==> src/rtl/wb_pkg.sv <==
// Shared types for the write-back arbiter slice.
// Register-zero constant, FSM state encoding and the buffered result entry.
package wb_pkg;

  localparam int WB_AW = 5;
  localparam int WB_DW = 32;

  localparam logic [WB_AW-1:0] REG_ZERO = 5'd0;

  typedef enum logic {
    S_NORMAL,
    S_DRAIN
  } wb_state_t;

  typedef struct packed {
    logic [WB_AW-1:0] rd;
    logic [WB_DW-1:0] data;
  } wb_entry_t;

endpackage

==> src/rtl/wb_if.sv <==
// Write-back bus: ALU and mul/div result inputs, decode hazard query, RF write.
// master = result producers / decode side, slave = wb_arbiter.
interface wb_if #(
  parameter int AW = 5,
  parameter int DW = 32
);

  logic          alu_valid;
  logic [AW-1:0] alu_rd;
  logic [DW-1:0] alu_data;
  logic          alu_stall;

  logic          md_valid;
  logic          md_ready;
  logic [AW-1:0] md_rd;
  logic [DW-1:0] md_data;

  logic [AW-1:0] chk_addr;
  logic          chk_hit;

  logic          write;
  logic [AW-1:0] Rd_addr;
  logic [DW-1:0] Rd_data;

  modport master (
    output alu_valid, alu_rd, alu_data,
    output md_valid, md_rd, md_data,
    output chk_addr,
    input  alu_stall, md_ready, chk_hit,
    input  write, Rd_addr, Rd_data
  );

  modport slave (
    input  alu_valid, alu_rd, alu_data,
    input  md_valid, md_rd, md_data,
    input  chk_addr,
    output alu_stall, md_ready, chk_hit,
    output write, Rd_addr, Rd_data
  );

endinterface

==> src/rtl/wb_fifo.sv <==
// Sync FIFO for mul/div results with occupancy count and head view.
// Ports: push/pop + entry in, head/count out, chk_addr -> chk_hit rd compare.
module wb_fifo
  import wb_pkg::*;
#(
  parameter int DEPTH = 4,
  parameter int AW    = 5,
  parameter int DW    = 32
) (
  input  logic                     clk,
  input  logic                     rst,
  input  logic                     push,
  input  logic [AW-1:0]            push_rd,
  input  logic [DW-1:0]            push_data,
  input  logic                     pop,
  output logic [AW-1:0]            head_rd,
  output logic [DW-1:0]            head_data,
  output logic [$clog2(DEPTH):0]   count,
  input  logic [AW-1:0]            chk_addr,
  output logic                     chk_hit
);

  localparam int PW = $clog2(DEPTH);

  logic [AW-1:0] rd_mem   [DEPTH];
  logic [DW-1:0] data_mem [DEPTH];
  logic [PW-1:0] wptr;
  logic [PW-1:0] rptr;

  always_ff @(posedge clk or posedge rst) begin
    if (rst) begin
      wptr  <= '0;
      rptr  <= '0;
      count <= '0;
    end else begin
      if (push) wptr <= wptr + 1'b1;
      if (pop)  rptr <= rptr + 1'b1;
      count <= count
             + {{PW{1'b0}}, push}
             - {{PW{1'b0}}, pop};
    end
  end

  always_ff @(posedge clk) begin
    if (push) begin
      rd_mem[wptr]   <= push_rd;
      data_mem[wptr] <= push_data;
    end
  end

  assign head_rd   = rd_mem[rptr];
  assign head_data = data_mem[rptr];

  // Slot i is live when its distance from the head is below count.
  always_comb begin
    chk_hit = 1'b0;
    for (int i = 0; i < DEPTH; i++) begin
      if (({1'b0, PW'(i) - rptr} < count)
          && (rd_mem[i] == chk_addr))
        chk_hit = 1'b1;
    end
    if (chk_addr == AW'(REG_ZERO))
      chk_hit = 1'b0;
  end

endmodule

==> src/rtl/wb_arbiter.sv <==
// Write-back arbiter owning the single RF write port (ALU vs mul/div).
// Ports: clk, rst, bus (wb_if.slave): alu_*, md_*, chk_*, write/Rd_addr/Rd_data.
module wb_arbiter
  import wb_pkg::*;
#(
  parameter int DEPTH    = 4,
  parameter int MAX_WAIT = 8,
  parameter int DW       = 32,
  parameter int AW       = 5
) (
  input  logic clk,
  input  logic rst,
  wb_if.slave  bus
);

  localparam int PW = $clog2(DEPTH);
  localparam int CW = $clog2(MAX_WAIT + 1);

  wb_state_t     state;
  wb_state_t     state_nx;
  logic [CW-1:0] wait_cnt;
  logic [CW-1:0] wait_nx;
  logic          stall_q;

  logic [PW:0]   count;
  logic [AW-1:0] head_rd;
  logic [DW-1:0] head_data;
  logic          fifo_ne;
  logic          md_acc;
  logic          push;
  logic          pop;
  logic          bypass;
  logic          drain;

  logic          win;
  logic [AW-1:0] win_rd;
  logic [DW-1:0] win_data;

  logic          write_q;
  logic [AW-1:0] addr_q;
  logic [DW-1:0] data_q;

  wb_fifo #(
    .DEPTH (DEPTH),
    .AW    (AW),
    .DW    (DW)
  ) u_fifo (
    .clk       (clk),
    .rst       (rst),
    .push      (push),
    .push_rd   (bus.md_rd),
    .push_data (bus.md_data),
    .pop       (pop),
    .head_rd   (head_rd),
    .head_data (head_data),
    .count     (count),
    .chk_addr  (bus.chk_addr),
    .chk_hit   (bus.chk_hit)
  );

  // No push when full, even if the head pops this cycle.
  assign bus.md_ready = (count < (PW+1)'(DEPTH));
  assign fifo_ne      = (count != '0);
  assign md_acc       = bus.md_valid && bus.md_ready;

  always_ff @(posedge clk or posedge rst) begin
    if (rst) begin
      state    <= S_NORMAL;
      wait_cnt <= '0;
      stall_q  <= 1'b0;
    end else begin
      state    <= state_nx;
      wait_cnt <= wait_nx;
      stall_q  <= (state_nx == S_DRAIN);
    end
  end

  always_comb begin
    state_nx = state;
    wait_nx  = wait_cnt;
    unique case (state)
      S_NORMAL: begin
        if (pop) begin
          wait_nx = '0;
        end else if (fifo_ne && bus.alu_valid) begin
          wait_nx = wait_cnt + 1'b1;
          if (wait_nx == CW'(MAX_WAIT - 1))
            state_nx = S_DRAIN;
        end
      end
      S_DRAIN: begin
        state_nx = S_NORMAL;
        wait_nx  = '0;
      end
    endcase
  end

  assign drain         = (state == S_DRAIN);
  assign bus.alu_stall = stall_q;

  // Winner priority: forced drain, ALU, FIFO head, bypass.
  always_comb begin
    win      = 1'b0;
    win_rd   = bus.alu_rd;
    win_data = bus.alu_data;
    pop      = 1'b0;
    bypass   = 1'b0;
    if (drain) begin
      win      = 1'b1;
      win_rd   = head_rd;
      win_data = head_data;
      pop      = 1'b1;
    end else if (bus.alu_valid) begin
      win = 1'b1;
    end else if (fifo_ne) begin
      win      = 1'b1;
      win_rd   = head_rd;
      win_data = head_data;
      pop      = 1'b1;
    end else if (md_acc) begin
      win      = 1'b1;
      win_rd   = bus.md_rd;
      win_data = bus.md_data;
      bypass   = 1'b1;
    end
  end

  assign push = md_acc && !bypass;

  // rd==0 results are consumed without a write; address/data hold.
  always_ff @(posedge clk or posedge rst) begin
    if (rst) begin
      write_q <= 1'b0;
      addr_q  <= '0;
      data_q  <= '0;
    end else if (win && (win_rd != AW'(REG_ZERO))) begin
      write_q <= 1'b1;
      addr_q  <= win_rd;
      data_q  <= win_data;
    end else begin
      write_q <= 1'b0;
    end
  end

  assign bus.write   = write_q;
  assign bus.Rd_addr = addr_q;
  assign bus.Rd_data = data_q;

endmodule

==> src/flat_wrapper.sv <==
// flat-port wrapper written by rule: the top's interface ports become plain ports
module wb_arbiter_flat import wb_pkg::*;
#(
  parameter int DEPTH    = 4,
  parameter int MAX_WAIT = 8,
  parameter int DW       = 32,
  parameter int AW       = 5
)
  (clk, rst, bus_alu_valid, bus_alu_rd, bus_alu_data, bus_md_valid, bus_md_rd, bus_md_data, bus_chk_addr, bus_alu_stall, bus_md_ready, bus_chk_hit, bus_write, bus_Rd_addr, bus_Rd_data);
  wb_if #(.AW(AW), .DW(DW)) bus_i ();
  input  logic clk;
  input  logic rst;
  input wire logic [$bits(bus_i.alu_valid)-1:0] bus_alu_valid;
  input wire logic [$bits(bus_i.alu_rd)-1:0] bus_alu_rd;
  input wire logic [$bits(bus_i.alu_data)-1:0] bus_alu_data;
  input wire logic [$bits(bus_i.md_valid)-1:0] bus_md_valid;
  input wire logic [$bits(bus_i.md_rd)-1:0] bus_md_rd;
  input wire logic [$bits(bus_i.md_data)-1:0] bus_md_data;
  input wire logic [$bits(bus_i.chk_addr)-1:0] bus_chk_addr;
  output wire logic [$bits(bus_i.alu_stall)-1:0] bus_alu_stall;
  output wire logic [$bits(bus_i.md_ready)-1:0] bus_md_ready;
  output wire logic [$bits(bus_i.chk_hit)-1:0] bus_chk_hit;
  output wire logic [$bits(bus_i.write)-1:0] bus_write;
  output wire logic [$bits(bus_i.Rd_addr)-1:0] bus_Rd_addr;
  output wire logic [$bits(bus_i.Rd_data)-1:0] bus_Rd_data;
  assign bus_i.alu_valid = bus_alu_valid;
  assign bus_i.alu_rd = bus_alu_rd;
  assign bus_i.alu_data = bus_alu_data;
  assign bus_i.md_valid = bus_md_valid;
  assign bus_i.md_rd = bus_md_rd;
  assign bus_i.md_data = bus_md_data;
  assign bus_i.chk_addr = bus_chk_addr;
  assign bus_alu_stall = bus_i.alu_stall;
  assign bus_md_ready = bus_i.md_ready;
  assign bus_chk_hit = bus_i.chk_hit;
  assign bus_write = bus_i.write;
  assign bus_Rd_addr = bus_i.Rd_addr;
  assign bus_Rd_data = bus_i.Rd_data;
  wb_arbiter #(.DEPTH(DEPTH), .MAX_WAIT(MAX_WAIT), .DW(DW), .AW(AW)) u_core (.clk(clk), .rst(rst), .bus(bus_i));
endmodule
==> config.mk <==
export PLATFORM = sky130hd
export DESIGN_NAME = wb_arbiter_flat
export DESIGN_NICKNAME = d
export VERILOG_FILES = /design/src/rtl/wb_pkg.sv /design/src/rtl/wb_if.sv /design/src/rtl/wb_fifo.sv /design/src/rtl/wb_arbiter.sv /design/src/flat_wrapper.sv
export SDC_FILE = /design/constraint.sdc
export NUM_CORES = 1
export LEC_CHECK = 0
export CAP_MARGIN = 20
export CORE_MARGIN = 1
export CORE_UTILIZATION = 50
export CTS_CLUSTER_SIZE = 8
export DETAILED_ROUTE_END_ITERATION = 10
export GPL_TIMING_DRIVEN = 1
export PLACE_DENSITY = 0.74
export SLEW_MARGIN = 20
export SYNTH_ARGS = -nofsm -noshare
export SYNTH_HDL_FRONTEND = slang
export SYNTH_SLANG_ARGS = --single-unit
export TNS_END_PERCENT = 20
==> constraint.sdc <==
create_clock -name clk -period 2.93 [get_ports clk]
set_clock_uncertainty 0.05 [all_clocks]
set_input_delay 0.586 -clock clk [delete_from_list [all_inputs] [get_ports clk]]
set_output_delay 0.586 -clock clk [all_outputs]
set_load 0.005 [all_outputs]
# --- After elaboration in Yosys (flattened, before gate mapping) ---
# Memories as Yosys holds them, arrays and structs flattened.
# Cells that the tools add are included.
totals:
  mem_bits_rw: 148
  out_inout_bits: 41
  register_bits: 50
  word_cells: 76
  n_memories: 2
memory_table:
  columns: ["memory", "words", "word_bits", "read_ports", "rd_clocked_by_memory_dff", "write_ports", "line_no", "rtl"]
  rows:
  - ["u_core.u_fifo.data_mem", 4, 32, 1, 0, 1, "wb_fifo.sv:26", "logic [DW-1:0] data_mem [DEPTH];"]
  - ["u_core.u_fifo.rd_mem", 4, 5, 5, 0, 1, "wb_fifo.sv:25", "logic [AW-1:0] rd_mem [DEPTH];"]
op_classes:
  eq_ne: 6
  reduce_logical: 12
  mux: 33
  bitwise: 1
  magnitude_cmp: 5
  n_addsub: 9
op_table:
  columns: ["operator", "n"]
  rows:
  - ["32-bit 2-to-1 mux", 4]
  - ["1-bit 2-to-1 mux", 21]
  - ["5-bit == test", 4]
  - ["5-bit 2-to-1 mux", 4]
  - ["2-bit by 3-bit < comparator with 1-bit output", 4]
  - ["1-bit logical AND", 8]
  - ["4-bit 2-to-1 mux", 2]
  - ["4-bit case mux with 2 select lines", 1]
  - ["5-bit logical NOT", 1]
  - ["5-bit nonzero test", 1]
  - ["2-bit by 1-bit adder with 2-bit output (second input constant)", 2]
  - ["4-bit by 1-bit adder with 4-bit output (second input constant)", 1]
  - ["4-bit by 3-bit == test with 1-bit output (second input constant)", 1]
  - ["1-bit by 2-bit subtractor with 2-bit output (first input constant)", 2]
  - ["2-bit subtractor (first input constant)", 2]
  - ["3-bit by 1-bit adder with 3-bit output", 1]
  - ["3-bit < comparator (second input constant)", 1]
  - ["3-bit by 2-bit inequality test with 1-bit output (second input constant)", 1]
  - ["3-bit nonzero test", 1]
  - ["3-bit by 1-bit subtractor with 3-bit output", 1]
  - ["1-bit case mux with 2 select lines", 1]
  - ["1-bit logical NOT", 1]
  - ["1-bit NOT", 1]

# --- Logic depth before layout (Yosys ltp) ---
# Gate-level depths: netlist (run 1).
logic_depth:
  depth_word: 10
  mapped_depth: 13

# --- Hierarchy ---
# Synthesis (run 1) repeated with hierarchy kept, for this count alone.
hier_totals:
  cells_unflattened: 495
  area_unflattened_um2: 8434.3
modules_own_cells:
  columns: ["module", "cells_each", "area_per_inst_um2", "n_inst"]
  rows:
  - ["wb_fifo", 279, 6119.6, 1]
  - ["wb_arbiter", 216, 2314.7, 1]

# --- Worst setup path after synthesis (run 1) ---
# OpenSTA, ideal clock, no wires.
synth_path:
  path_kind: "input -> register"
  startpoint: "input bus_alu_valid"
  endpoint: "memory u_core.u_fifo.data_mem[0][0], enable pin"
  n_path_buf: 2
  path_slack_ns: 0.125
  t_arrival_ns: 2.357
  path_stages: 6
  path_cell_list: "clkbuf_1 nor2_1 nand2_1 and3_1 clkbuf_1 and2_1"
synth_between:
  elab_chain_len: 6
synth_lines:
  columns: ["item", "line_no", "rtl"]
  rows:
  - ["from (decl)", "flat_wrapper.sv:13", "input wire logic [$bits(bus_i.alu_valid)-1:0] bus_alu_valid;"]
  - ["1-bit 2-to-1 mux", "wb_arbiter.sv:113", "end else if (bus.alu_valid) begin"]
  - ["1-bit 2-to-1 mux", "wb_arbiter.sv:108", "if (drain) begin"]
  - ["1-bit logical NOT", "wb_arbiter.sv:128", "assign push = md_acc && !bypass;"]
  - ["1-bit logical AND", "wb_arbiter.sv:128", null]
  - ["1-bit 2-to-1 mux", "wb_fifo.sv:45", "if (push) begin"]
  - ["1-bit 2-to-1 mux (not written as such)", "wb_fifo.sv:47", "data_mem[wptr] <= push_data;"]
  - ["to (decl)", "wb_fifo.sv:26", null]
# Every way passes these cells.

# --- Final worst setup path (run 1) ---
layout_path:
  startpoint: "register u_core.u_fifo.rptr[1]"
  endpoint: "output bus_chk_hit"
layout_between:
  elab_chain_len: 8
layout_lines:
  columns: ["item", "line_no", "rtl"]
  rows:
  - ["from (decl)", "wb_fifo.sv:28", "logic [PW-1:0] rptr;"]
  - ["from (signal assigned)", "wb_fifo.sv:37", "if (pop) rptr <= rptr + 1'b1;"]
  - ["1-bit by 2-bit subtractor with 2-bit output", "wb_fifo.sv:58", "if (({1'b0, PW'(i) - rptr} < count)"]
  - ["2-bit by 3-bit < comparator with 1-bit output", "wb_fifo.sv:58", null]
  - ["1-bit logical AND", "wb_fifo.sv:59", "&& (rd_mem[i] == chk_addr))"]
  - ["1-bit 2-to-1 mux (3 in a row)", "wb_fifo.sv:58", null]
  - ["1-bit 2-to-1 mux (*)", "wb_fifo.sv:58", null]
  - ["1-bit 2-to-1 mux (*)", "wb_fifo.sv:62", "if (chk_addr == AW'(REG_ZERO))"]
  - ["to (decl)", "flat_wrapper.sv:22", "output wire logic [$bits(bus_i.chk_hit)-1:0] bus_chk_hit;"]
# Mark *: on every way between the ends. The rest lies on a longest branch, timed or not.

==> results summary, run 1 <==
Once the floorplan was initialized, standard cells occupied 51.8% of the core. The total vias in the final route is 5,247. The number of I/O port buffers is 123.

The fraction of post-synthesis cell area in the top cell type by area is 51.1%. The level count of the clock H-tree is 4. The largest voltage drop on the vdd net is 0.585 mV. The initial antenna violation count was 1. Global routing used 23.1% of the available tracks across all layers. The number of clock sinks came out at 198.

After layout, the design draws a total of 10,100 µW. Among all stages on the critical path, the largest delay is contributed by sky130_fd_sc_hd__dfrtp_2. The number of instances in the synthesized netlist is 543. The post-synthesis cell area is 8700 µm². The layout overhead on the synthesized area is 27.6%. The worst-path maximum fanout came out at 3. The critical path arrival came out at 2150 ps. The number of I/O pins came out at 124. Detailed routing placed a total of 9480 µm of wire on met2. The total grt overflow is 0.

The count of maximum capacitance violations came out at 0. In this run the top signal layer used is met4. The floorplan has 47 rows. The number of CTS-inserted buffers is 17. STA classifies the critical path startpoint as a flip-flop.

The length of the first detailed-routing pass in iterations came out at 5. For the finished layout, the period the worst path requires is 2790 ps. The kind of end point of the critical path is an output port.

The post-layout utilization of the core is 66.0%. The path with the worst hold slack has its endpoint at u_core.bus.Rd_data[31]$_DFFE_PP0P_. The area of placed instances came out at 10,400 µm². The remaining number of nets flagged by the antenna check after routing came out at 0. The fmax came out at 359 MHz. The worst register-to-register path begins at u_core.u_fifo.count[1]$_DFF_PP0_. The flop and latch count out of synthesis is 198.

The number of instances on the worst hold path came out at 1. The startpoint identified for the worst hold timing path is u_core.bus.Rd_data[31]$_DFFE_PP0P_. The count of non-filler cells in the finished layout is 916. TritonCTS built the clock tree. The count of pins over their slew limit is 0. For this run, the number of Yosys warnings is 0. The final-layout setup total negative slack is 0 ps. The register-to-register path setup slack is 290 ps.

Setup repair after global routing could not meet its margin everywhere. The number of buffers on the longest clock path is 2. The post-synth net total came out at 639. The number of violations reported at the end of detailed-routing iteration 0 is 439. The wire length after detailed routing came out at 19,400 µm. The worst register-to-register path ends at u_core.u_fifo.count[2]$_DFF_PP0_. After synthesis, the cell types taking the most area are sky130_fd_sc_hd__edfxtp_1 51%, sky130_fd_sc_hd__dfrtp_1 14%, sky130_fd_sc_hd__mux4_2 9.6%.

The final antenna diode count is 0. The via count of the first global-routing pass came to 5,469. The detailed placer's ending HPWL came out at 12,700 µm. The clock transition at the registers of the reported paths came out at 70 ps.

The number of cells in the design after placement is 881. The clock latency on the worst-skew pair came out at 430 ps. The number of flops mapped to enable cells by yosys is 148. The power per cell area came out at 906 nW/µm². The final instance area is 11,100 µm². The standard cell core area is 16,800 µm². In the final design database the tool counted 779 nets. In the final routed layout, each cell accounts on average for 21.2 µm. The total DRC errors in the routed layout is 0. The flow ran to the end, and the final reports show no timing, DRC or antenna violations. Detailed routing placed a total of 1200 µm of wire on met3. The synthesized design spends more area on one cell type than any other, namely sky130_fd_sc_hd__edfxtp_1. The worst-case headroom to the max-slew limit came out at 51.6%. The die covers 17,900 µm². The portion of the clock cycle consumed by the worst path in the final layout is 95.2%. Entering global routing, the biggest net connects 37 pins. The die is 134 µm wide. The transition time at the pin with the least slew margin is 725 ps. The global placement routability congestion came out at 0.934. The final setup violation count came out at 0. The setup path with the least slack is of type flip-flop to output port. The first-pass GRT wire length is 30,500 µm. The clock root buffer master is sky130_fd_sc_hd__clkbuf_16.

The most frequent standard cell in the layout excluding fill and tap cells is sky130_fd_sc_hd__edfxtp_1. The number of hold buffers added after cts is 0. In the layout the commonest cells are 148 x sky130_fd_sc_hd__edfxtp_1, 122 x sky130_fd_sc_hd__clkdlybuf4s50_1, 48 x sky130_fd_sc_hd__dfrtp_1. In this run the mean area of a mapped cell was 16.0 µm². The leakage power is 0.00406 µW. The most used flip-flop cell after synthesis is sky130_fd_sc_hd__edfxtp_1. Sequential cells were found to cover 65.4% of the synthesized design area.

The data required time of the worst path is 2290 ps. The detailed-routing wirelength on met1 is 8520 µm. The fraction of registers with async set or reset after synthesis came out at 25.3%. The share of post-route cells with drive strength above 1 is 22.8%. Counting cells, the worst reg-to-reg path comes to 12.

The count of unique library cells instantiated by Yosys is 40. In this design, the stage delay of the slowest critical-path cell is 450 ps. The number of hold violations in the final report came out at 0.

From bottom edge to top edge, the die measures 134 µm. Walking the worst path, the cells encountered are buf_4, inv_1, ha_4, a21oi_2, o21ai_0, nand4_1, nor3_1, nor4_1, a21oi_1, buf_2. In the routed layout, each cell is associated on average with a via count of 5.73. The path category of the worst min-delay check is flip-flop to flip-flop.
## report_power, final
group	switching, µW	internal, µW	leakage [µW]
Clock	988	1370	0.000311
Sequential	348	3670	0.00194
Combinational	1640	2050	0.00180
Total	2970	7090	0.00406
## critical path: cells and delay by family (launching register included)
| family | cells | cell delay (ps) |
|---|---|---|
| and+or+nand+nor | 3 | 430 |
| AOI/OAI and AO/OA | 3 | 250 |
| DFF | 1 | 450 |
| adders and majority gates | 1 | 220 |
| buffers and inverters | 3 | 380 |
## flip-flops by register name, indices dropped and copies added, names as in the netlist
| register | count |
|---|---|
| u_core.bus.write | 1 |
| u_core.bus.Rd_addr | 5 |
| u_core.u_fifo.count | 3 |
| u_core.u_fifo.rptr | 2 |
| u_core.bus.Rd_data | 32 |
| u_core.u_fifo.rd_mem | 20 |
| u_core.wait_cnt | 4 |
| u_core.u_fifo.data_mem | 128 |
| u_core.u_fifo.wptr | 2 |
| u_core.drain | 1 |
## layout make-up
cell class | count | area, µm²
flip-flops and latches | 198 | 5700
multi-input cells | 290 | 2860
clock inverters | 6 | 43.8
clock buffers | 26 | 574
inverters | 20 | 75.1
well taps | 220 | 275
repair buffers | 156 | 1580
fillers | 1174 | 5720
## worst max path at each step
stage | startpoint | endpoint | slack, ps
6_report | u_core.u_fifo.rptr[1]$_DFFE_PP0P_ | bus_chk_hit | 140
4_1_cts | u_core.u_fifo.rptr[1]$_DFFE_PP0P_ | bus_chk_hit | 70
3_3_place_gp | bus_chk_addr[4] | bus_chk_hit | -30
5_1_grt | u_core.u_fifo.rptr[1]$_DFFE_PP0P_ | bus_chk_hit | -30
3_5_place_dp | bus_chk_addr[4] | bus_chk_hit | -100
2_1_floorplan | bus_alu_valid | u_core.u_fifo.data_mem[0][0]$_DFFE_PP_ | 130
## cell usage after synthesis (2+ instances only)
cell type                     n
sky130_fd_sc_hd__a22oi_1     33
sky130_fd_sc_hd__nand3_1      5
sky130_fd_sc_hd__o211ai_1     4
sky130_fd_sc_hd__nor2_1       9
sky130_fd_sc_hd__inv_1       19
sky130_fd_sc_hd__buf_6        3
sky130_fd_sc_hd__xnor2_1     19
sky130_fd_sc_hd__edfxtp_1   148
sky130_fd_sc_hd__o21ai_1      2
sky130_fd_sc_hd__nand4_1      2
sky130_fd_sc_hd__nor3_1       8
sky130_fd_sc_hd__dfrtp_1     50
sky130_fd_sc_hd__nand2_1     41
sky130_fd_sc_hd__mux4_2      37
sky130_fd_sc_hd__buf_1        9
sky130_fd_sc_hd__mux2_1       3
sky130_fd_sc_hd__and3_1       3
sky130_fd_sc_hd__xor2_1       9
sky130_fd_sc_hd__a21oi_1      9
sky130_fd_sc_hd__nand2b_1     2
sky130_fd_sc_hd__o2111ai_1    3
sky130_fd_sc_hd__o211a_1      2
sky130_fd_sc_hd__and2_1       6
sky130_fd_sc_hd__clkbuf_1    16
sky130_fd_sc_hd__nor4_4       2
sky130_fd_sc_hd__mux2_2       3
sky130_fd_sc_hd__o21ai_0     39
sky130_fd_sc_hd__ha_1        12
sky130_fd_sc_hd__buf_2        7
sky130_fd_sc_hd__mux2_4      27
sky130_fd_sc_hd__nand3b_1     2
## timing repair
action	4_1_cts	5_1_grt
endpoints found under the setup margin	1	1
pin swaps	5	9
gates resized for setup	7	12
buffers inserted	3	0
## metal layers
metal,vias up,track usage (%)
met4,0,6.31
li1,2351,-
met1,2678,31.6
met5,-,0
met3,23,4.80
met2,195,37.9
## metrics by stage
stage / setup WS [ps] / hold slack [ps]
2_1_floorplan: 125 / 433
3_3_place_gp: -34.7 / 420
3_5_place_dp: -102 / 429
4_1_cts: 68.3 / 445
5_1_grt: -34.7 / 461
6_report: 141 / 442
## cell families after synthesis
kind of cell	after synthesis	synth area share, %
multiplexers	70	15.0
AND/OR/NAND/NOR	84	5.00
AO/OA/AOI/OAI	95	7.06
buffers and inverters	55	2.73
flip-flops	198	65.4
adder cells (fa/ha/maj)	13	1.95
XOR/XNOR	28	2.82
No activity file was read; power rests on OpenSTA's default activity.
==> run 2: changes to the inputs <==
CAP_MARGIN = 30   (was 20)
CELL_PAD_IN_SITES_DETAIL_PLACEMENT = 1   (was unset)
CELL_PAD_IN_SITES_GLOBAL_PLACEMENT = 2   (was unset)
CORE_UTILIZATION = 39   (was 50)
PLACE_DENSITY = unset   (was 0.74)
PLACE_DENSITY_LB_ADDON = 0.1   (was unset)
==> run 2 against run 1 <==
  * Sequential power about the same
  * Critical path depth down 1
  * Via count fell by 2.1%
  * Sequential share of layout area about the same
  * Die area increased by 28%
  * Utilization fell by 15 points
  * Count of clock-buffer cells in the layout decreased by 9
  * Cell count is 6.1% higher
  * Combinational power fell by 3%
  * Global-route usage is 3.6 points lower
  * Worst setup slack got worse by 46 ps
  * Largest power group unchanged
==> results summary, run 2 (synthesis results as in run 1) <==
The critical path arrival is 2200 ps (+50 ps). The area of placed instances came out at 10,400 µm² (+0.57%). The final antenna diode count is 0 (unchanged). The number of setup buffers added after CTS was 0 (-3). The met2 track utilization from global routing came out at 33.1% (-4.7 points). The total grt overflow came to 0 (unchanged). In the layout the commonest cells are 148 x sky130_fd_sc_hd__edfxtp_1, 122 x sky130_fd_sc_hd__clkdlybuf4s50_1, 48 x sky130_fd_sc_hd__dfrtp_1. The post-layout utilization of the core is 50.9% (-15 points). The number of I/O port buffers came out at 123 (unchanged).

The number of cell rows is 54 (+15%). The layout overhead on the synthesized area is 27.7%. The flip-flop count of the largest register, all copies and words added came out at 128 (unchanged). The share of post-route cells with drive strength above 1 came out at 21.7% (-1.2 points). The initial antenna violation count came out at 1 (unchanged). Setup repair after global routing left no endpoint under its margin. The first-pass GRT wire length came to 32,300 µm (+6.0%). The worst-case headroom to the max-slew limit came out at 44.3% (-7.2 points). The power dissipated by switching net loads came out at 3050 µW (+2.7%). The met1 usage came out at 25.4% (-6.2 points). The final setup violation count was 0 (unchanged). Ranked by flip-flop count, first place goes to u_core.u_fifo.data_mem. The number of fill cells was 2,107 (+79%).

The power per cell area is 911 nW/µm² (+0.60%). The wire length after detailed routing came out at 20,900 µm (+7.6%). The final routed wire length divided by cell count was 21.5 µm (+1.4%). The final instance area was 11,100 µm² (+0.11%). The kind of end point of the critical path is an output port.

The count of maximum capacitance violations came out at 0 (unchanged). The standard cell core area is 21,800 µm² (+30%). The global routing usage summed across all routing layers came out at 19.5% (-3.6 points).

The clock network fraction of design power is 25.1% (+1.7 points). The kind of start point of the critical path is a flip-flop. The number of clock sinks was 198 (unchanged). The fmax is 353 MHz (-1.6%). The worst-path maximum fanout is 4 (+1).

The number of violations reported at the end of detailed-routing iteration 0 is 227 (-48%). The level count of the clock H-tree came out at 4 (unchanged). The transition time at the pin with the least slew margin is 835 ps (+110 ps). The clock period minus final worst setup slack is 2830 ps (+45.7 ps). The number of hold violations in the final report is 0 (unchanged). The largest voltage drop on the vdd net is 0.433 mV (-26%).

The remaining number of nets flagged by the antenna check after routing came out at 0 (unchanged). The total vias in the final route is 5,136 (-2.1%). The number of buffers on the longest clock path came out at 2 (unchanged). The maximum number of pins on one net before global-route repair came to 51 (+38%). The count of pins over their slew limit is 0 (unchanged). The global placement routability congestion is 0.810 (-13%). Leaving out fill and tap cells, the most frequent cell in the layout is sky130_fd_sc_hd__edfxtp_1.

The leakage power is 0.00404 µW (-0.51%). The initial cell density of the core was 39.9% (-12 points). The layer carrying the most global-route usage is met2. The portion of the clock cycle consumed by the worst path in the final layout is 96.7% (+1.6 points). The global-route met3 utilization came to 3.22% (-1.6 points). The via count of the first global-routing pass is 5,661 (+3.5%). The final-layout setup total negative slack is 0 ps (unchanged).

The data required time of the worst path came out at 2290 ps (about the same). The clock latency on the worst-skew pair is 430 ps (about the same). The tree is rooted in a sky130_fd_sc_hd__clkbuf_16. The portion of total power attributed to combinational logic was 35.2% (-1.4 points).

The die footprint came out at 22,900 µm² (+28%). The number of I/O pins came out at 124 (unchanged). The switching portion of total power came out at 30.1% (+0.58 points). The length of the first detailed-routing pass in iterations is 4 (-1). The detailed-route vias per instance is 5.28 (-7.8%). TritonCTS built the clock tree. The number of CTS-inserted buffers came out at 17 (unchanged). The total DRC errors in the routed layout is 0 (unchanged).

The tightest min-delay check is of the flip-flop to flip-flop type. The width of the chip came out at 151 µm (+13%). The worst setup path is of the flip-flop to output port kind. The net count reported at finish is 775 (-0.51%). The clock transition at the registers of the reported paths is 70 ps (about the same).

The internal power contribution is 7080 µW (-0.11%). The run finished with clean final reports. The proportion of power drawn by flip-flops and latches is 39.7% (-0.2 points). The overall die height came out at 151 µm (+13%). The detailed placer's ending HPWL came out at 13,300 µm (+4.6%).

The overall power after layout came out at 10,100 µW (+0.71%).
-- run 2: cell count changes in the layout (fill, tap and decap cells not counted), moves of 3 or more --
cell / previous run / this run
sky130_fd_sc_hd__clkbuf_8: 3 / 0
sky130_fd_sc_hd__clkbuf_16: 21 / 17
sky130_fd_sc_hd__clkinvlp_4: 0 / 3
sky130_fd_sc_hd__inv_4: 3 / 0
sky130_fd_sc_hd__bufinv_16: 0 / 4
-- run 2: path summary, 6_finish.rpt --
check                      slack, ps                                  to  cells past startpoint                                from
hold reg to reg                  450  u_core.bus.Rd_data[27]$_DFFE_PP0P_                      1  u_core.bus.Rd_data[27]$_DFFE_PP0P_
max in group asynchronous       2060   u_core.u_fifo.rptr[0]$_DFFE_PP0P_                      3                                 rst
setup / recovery                 100                         bus_chk_hit                      9    u_core.u_fifo.count[1]$_DFF_PP0_
min in group asynchronous        480  u_core.bus.Rd_data[12]$_DFFE_PP0P_                      3                                 rst
setup reg to reg                 290    u_core.u_fifo.count[2]$_DFF_PP0_                     11    u_core.u_fifo.count[2]$_DFF_PP0_
hold / removal                   450  u_core.bus.Rd_data[27]$_DFFE_PP0P_                      1  u_core.bus.Rd_data[27]$_DFFE_PP0P_
-- run 2: through the flow --
step | setup slack (ps) | hold slack (ps) | cells
after floorplan | 125 | 433 | 543
after global placement | -39.1 | 420 | 940
after detailed placement | -216 | 429 | 940
after CTS | 16.2 | 453 | 972
after global routing | 10.3 | 469 | 972
final | 95.3 | 451 | 972
-- run 2: final cells by class --
class / instances / area [µm²] / share of cell area [%]
flip-flops and latches: 198 / 5700 / 51.3
multi-input cells: 290 / 2820 / 25.3
repair buffers: 152 / 1530 / 13.8
clock buffers: 17 / 425 / 3.83
well taps: 280 / 350 / 3.15
clock inverters: 15 / 216 / 1.95
inverters: 20 / 75.1 / 0.675
-- run 2: timing repair --
action,in CTS,in global routing
pin swaps,3,4
gates resized for setup,7,4
hold buffers,0,0
endpoints found under the setup margin,1,1
-- run 2: metal layers --
layer / up-vias / routed length, µm
met5: - / 0
met2: 106 / 10700
met4: 0 / 336
met3: 17 / 886
met1: 2670 / 8990
li1: 2343 / -
-- run 2: worst max-delay path, cell delays in order (launching register included) --
cell and delay, ps:
sky130_fd_sc_hd__dfrtp_1 390, sky130_fd_sc_hd__inv_1 180, sky130_fd_sc_hd__ha_1 290, sky130_fd_sc_hd__a21oi_1 130, sky130_fd_sc_hd__o21ai_1 120, sky130_fd_sc_hd__nand4_1 100
sky130_fd_sc_hd__nor3_1 50, sky130_fd_sc_hd__nor4_1 310, sky130_fd_sc_hd__a21oi_1 70, sky130_fd_sc_hd__buf_2 140
-- run 2: power by group through the flow --
stage	Clock [µW]	Sequential [µW]	Combinational [µW]
floorplan	0	3990	2110
global placement	0	4040	3510
detailed placement	0	4070	3570
CTS	2580	4020	3620
global route	2680	4090	3910
finish	2540	4020	3570
==> run 3: changes to the inputs <==
CORE_MARGIN = 3   (was 1)
==> run 3 against run 2 <==
  * Worst setup slack worse by 27 ps
  * Non-clock buffer count is 4 higher
  * Critical path type unchanged
  * Highest routed layer is now met5
  * Count of clock-buffer cells in the layout is 1 higher
  * First-iteration DRC count up 22%
==> results summary, run 3 (synthesis results as in run 1) <==
The standard cell core area came out at 21,900 µm² (+0.31%). The switching portion of total power was 30.5% (+0.33 points). The initial cell density of the core is 39.8% (-0.12 points).

The final routed wire length divided by cell count came out at 22.1 µm (+2.8%). The clock root buffer master is sky130_fd_sc_hd__clkbuf_16. In the layout the commonest cells are 148 x sky130_fd_sc_hd__edfxtp_1, 122 x sky130_fd_sc_hd__clkdlybuf4s50_1, 47 x sky130_fd_sc_hd__dfrtp_1.

The transition time at the pin with the least slew margin is 681 ps (-154 ps). The kind of end point of the critical path is an output port. The run finished with clean final reports. The width of the chip came out at 155 µm (+2.6%).

The slowest cell on the critical path is sky130_fd_sc_hd__dfrtp_4. Ranked by flip-flop count, first place goes to u_core.u_fifo.data_mem. The post-layout utilization of the core is 51.0% (+0.066 points).

The number of clock sinks is 198 (unchanged). The total vias in the final route was 5,250 (+2.2%). The count of maximum capacitance violations is 0 (unchanged).

The internal power contribution came out at 7050 µW (-0.37%). The clock network fraction of design power came to 24.4% (-0.7 points). The worst-case headroom to the max-slew limit is 54.5% (+10 points). The global placement routability congestion was 0.857 (+5.9%). The share of post-route cells with drive strength above 1 came to 23.0% (+1.3 points). The worst-path maximum fanout is 2 (-2). The power dissipated by switching net loads is 3090 µW (+1.2%). The detailed-route vias per instance came out at 5.38 (+1.8%). The detailed placer's ending HPWL is 14,000 µm (+5.2%). The min-delay analysis places its worst path in the category flip-flop to flip-flop. In this design, the largest share of critical-path delay is due to flip-flops. In this run the worst setup path begins at u_core.u_fifo.rptr[0]$_DFFE_PP0P_. The clock transition at the registers of the reported paths was 70 ps (about the same).

The layout overhead on the synthesized area is 28.3%. The flip-flop count of the largest register, all copies and words added was 128 (unchanged). The beginning of the worst register-to-register path is u_core.u_fifo.rptr[1]$_DFFE_PP0P_. The number of cells in the design after placement is 944 (+0.43%).

The total grt overflow is 0 (unchanged). The via count of the first global-routing pass is 5,823 (+2.9%). The number of CTS-inserted buffers is 17 (unchanged). Leaving out fill and tap cells, the most frequent cell in the layout is sky130_fd_sc_hd__edfxtp_1. The path depth of the worst reg2reg path came out at 7 (-4). The wire length after detailed routing came to 21,600 µm (+3.2%).

The fmax is 349 MHz (-0.93%). The level count of the clock H-tree is 4 (unchanged). The capture point of the worst reg-to-reg path is u_core.bus.Rd_data[27]$_DFFE_PP0P_. The critical path is of the flip-flop to output port type.

The number of hold violations in the final report is 0 (unchanged). STA classifies the critical path startpoint as a flip-flop. The number of I/O port buffers was 123 (unchanged).

The clock period minus final worst setup slack is 2860 ps (+26.5 ps). The final hold slack came out at 444 ps (-7.49 ps). TritonCTS built the clock tree. The data required time of the worst path came out at 2290 ps (about the same). The overall die height is 155 µm (+2.6%). The number of buffers on the longest clock path came out at 2 (unchanged). The power per cell area is 908 nW/µm² (-0.34%). Setup repair after global routing could not meet its margin everywhere. The leakage power is 0.00405 µW (+0.34%). The post-placement setup slack was -121 ps (+95.1 ps). The die footprint came to 24,100 µm² (+5.4%). The initial antenna violation count is 1 (unchanged). The maximum cell stage delay along the critical path is 510 ps (+120 ps).

Walking the worst path, the cells encountered are xnor2_4, inv_2, ha_4, a21oi_2, o2111ai_2, nor3_2, nor4_2, a21oi_1, buf_2. The total DRC errors in the routed layout came out at 0 (unchanged). The portion of total power attributed to combinational logic is 35.8% (+0.6 points). Following the worst setup path forward leads to its endpoint at bus_chk_hit.

The proportion of power drawn by flip-flops and latches came out at 39.7% (about the same). The first-pass GRT wire length is 33,500 µm (+3.7%). The final antenna diode count came out at 0 (unchanged).

The count of non-filler cells in the finished layout is 976 (+0.41%). The length of the first detailed-routing pass in iterations came to 4 (unchanged). The clock latency on the worst-skew pair is 440 ps (about the same). The maximum number of pins on one net before global-route repair came out at 38 (-25%).

The number of violations reported at the end of detailed-routing iteration 0 is 277 (+22%). The post-route worst setup slack came out at 68.7 ps (-26.5 ps). The total stage count of the critical path is 9 (unchanged). The global routing usage summed across all routing layers was 18.2% (-1.3 points).

The number of I/O pins is 124 (unchanged). The critical path arrival is 2230 ps (+30 ps). The register-to-register path setup slack was 230 ps (-60 ps).

The count of pins over their slew limit is 0 (unchanged). The total buffers and inverters traversed by the critical path is 2 (unchanged). The net count reported at finish is 779 (+0.52%).

The remaining number of nets flagged by the antenna check after routing came out at 0 (unchanged). The largest voltage drop on the vdd net came out at 0.454 mV (+4.8%). The number of cell rows was 54 (unchanged). The portion of the clock cycle consumed by the worst path in the final layout came out at 97.7% (+0.91 points). The final setup violation count came out at 0 (unchanged).
==> run 3: cell type report <==
cell class              count  area [µm²]
flip-flops and latches    198        5700
well taps                 280         350
fillers                  2131       10700
multi-input cells         290        2860
inverters                  20        75.1
clock buffers              18         429
repair buffers            156        1560
clock inverters            14         190
==> run 3: worst min path at each step <==
| stage | cells past startpoint | start | slack, ps | endpoint |
|---|---|---|---|---|
| finish | 1 | u_core.bus.Rd_data[31]$_DFFE_PP0P_ | 440 | u_core.bus.Rd_data[31]$_DFFE_PP0P_ |
| global route | 1 | u_core.bus.Rd_data[22]$_DFFE_PP0P_ | 480 | u_core.bus.Rd_data[22]$_DFFE_PP0P_ |
| CTS | 1 | u_core.bus.Rd_data[31]$_DFFE_PP0P_ | 450 | u_core.bus.Rd_data[31]$_DFFE_PP0P_ |
| detailed placement | 1 | u_core.bus.Rd_data[31]$_DFFE_PP0P_ | 430 | u_core.bus.Rd_data[31]$_DFFE_PP0P_ |
| global placement | 1 | u_core.bus.Rd_data[31]$_DFFE_PP0P_ | 430 | u_core.bus.Rd_data[31]$_DFFE_PP0P_ |
| floorplan | 1 | u_core.bus.Rd_data[27]$_DFFE_PP0P_ | 430 | u_core.bus.Rd_data[27]$_DFFE_PP0P_ |
==> run 3: power groups by stage <==
stage | Clock [µW] | Combinational, µW | Sequential [µW]
after floorplan | 0 | 2110 | 3990
after global placement | 0 | 3510 | 4050
after detailed placement | 0 | 3580 | 4060
after CTS | 2530 | 3630 | 4040
after global routing | 2640 | 4010 | 4100
final | 2480 | 3630 | 4030
==> run 3: stage by stage <==
| step | setup TNS (ps) | area (µm²) | power, µW |
|---|---|---|---|
| 2_1_floorplan | 0 | 8700 | 6100 |
| 3_3_place_gp | -180 | 10500 | 7550 |
| 3_5_place_dp | -2450 | 10500 | 7640 |
| 4_1_cts | 0 | 11100 | 10200 |
| 5_1_grt | -71.5 | 11200 | 10700 |
| 6_report | 0 | 11200 | 10100 |
==> run 3: timing repair <==
action                     CTS  global route
gates resized for setup      7            10
hold buffers                 0             0
setup endpoints to repair    1             1
buffers inserted             0             0
pin swaps                    4             5
==> run 3: metal layers <==
metal | vias up | GRT usage (%) | share of wire, %
li1 | 2356 | - | -
met1 | 2770 | 25.1 | 46
met2 | 100 | 30.0 | 50
met3 | 22 | 3.00 | 2.7
met4 | 2 | 5.42 | 1.1
met5 | - | 0 | 0.060
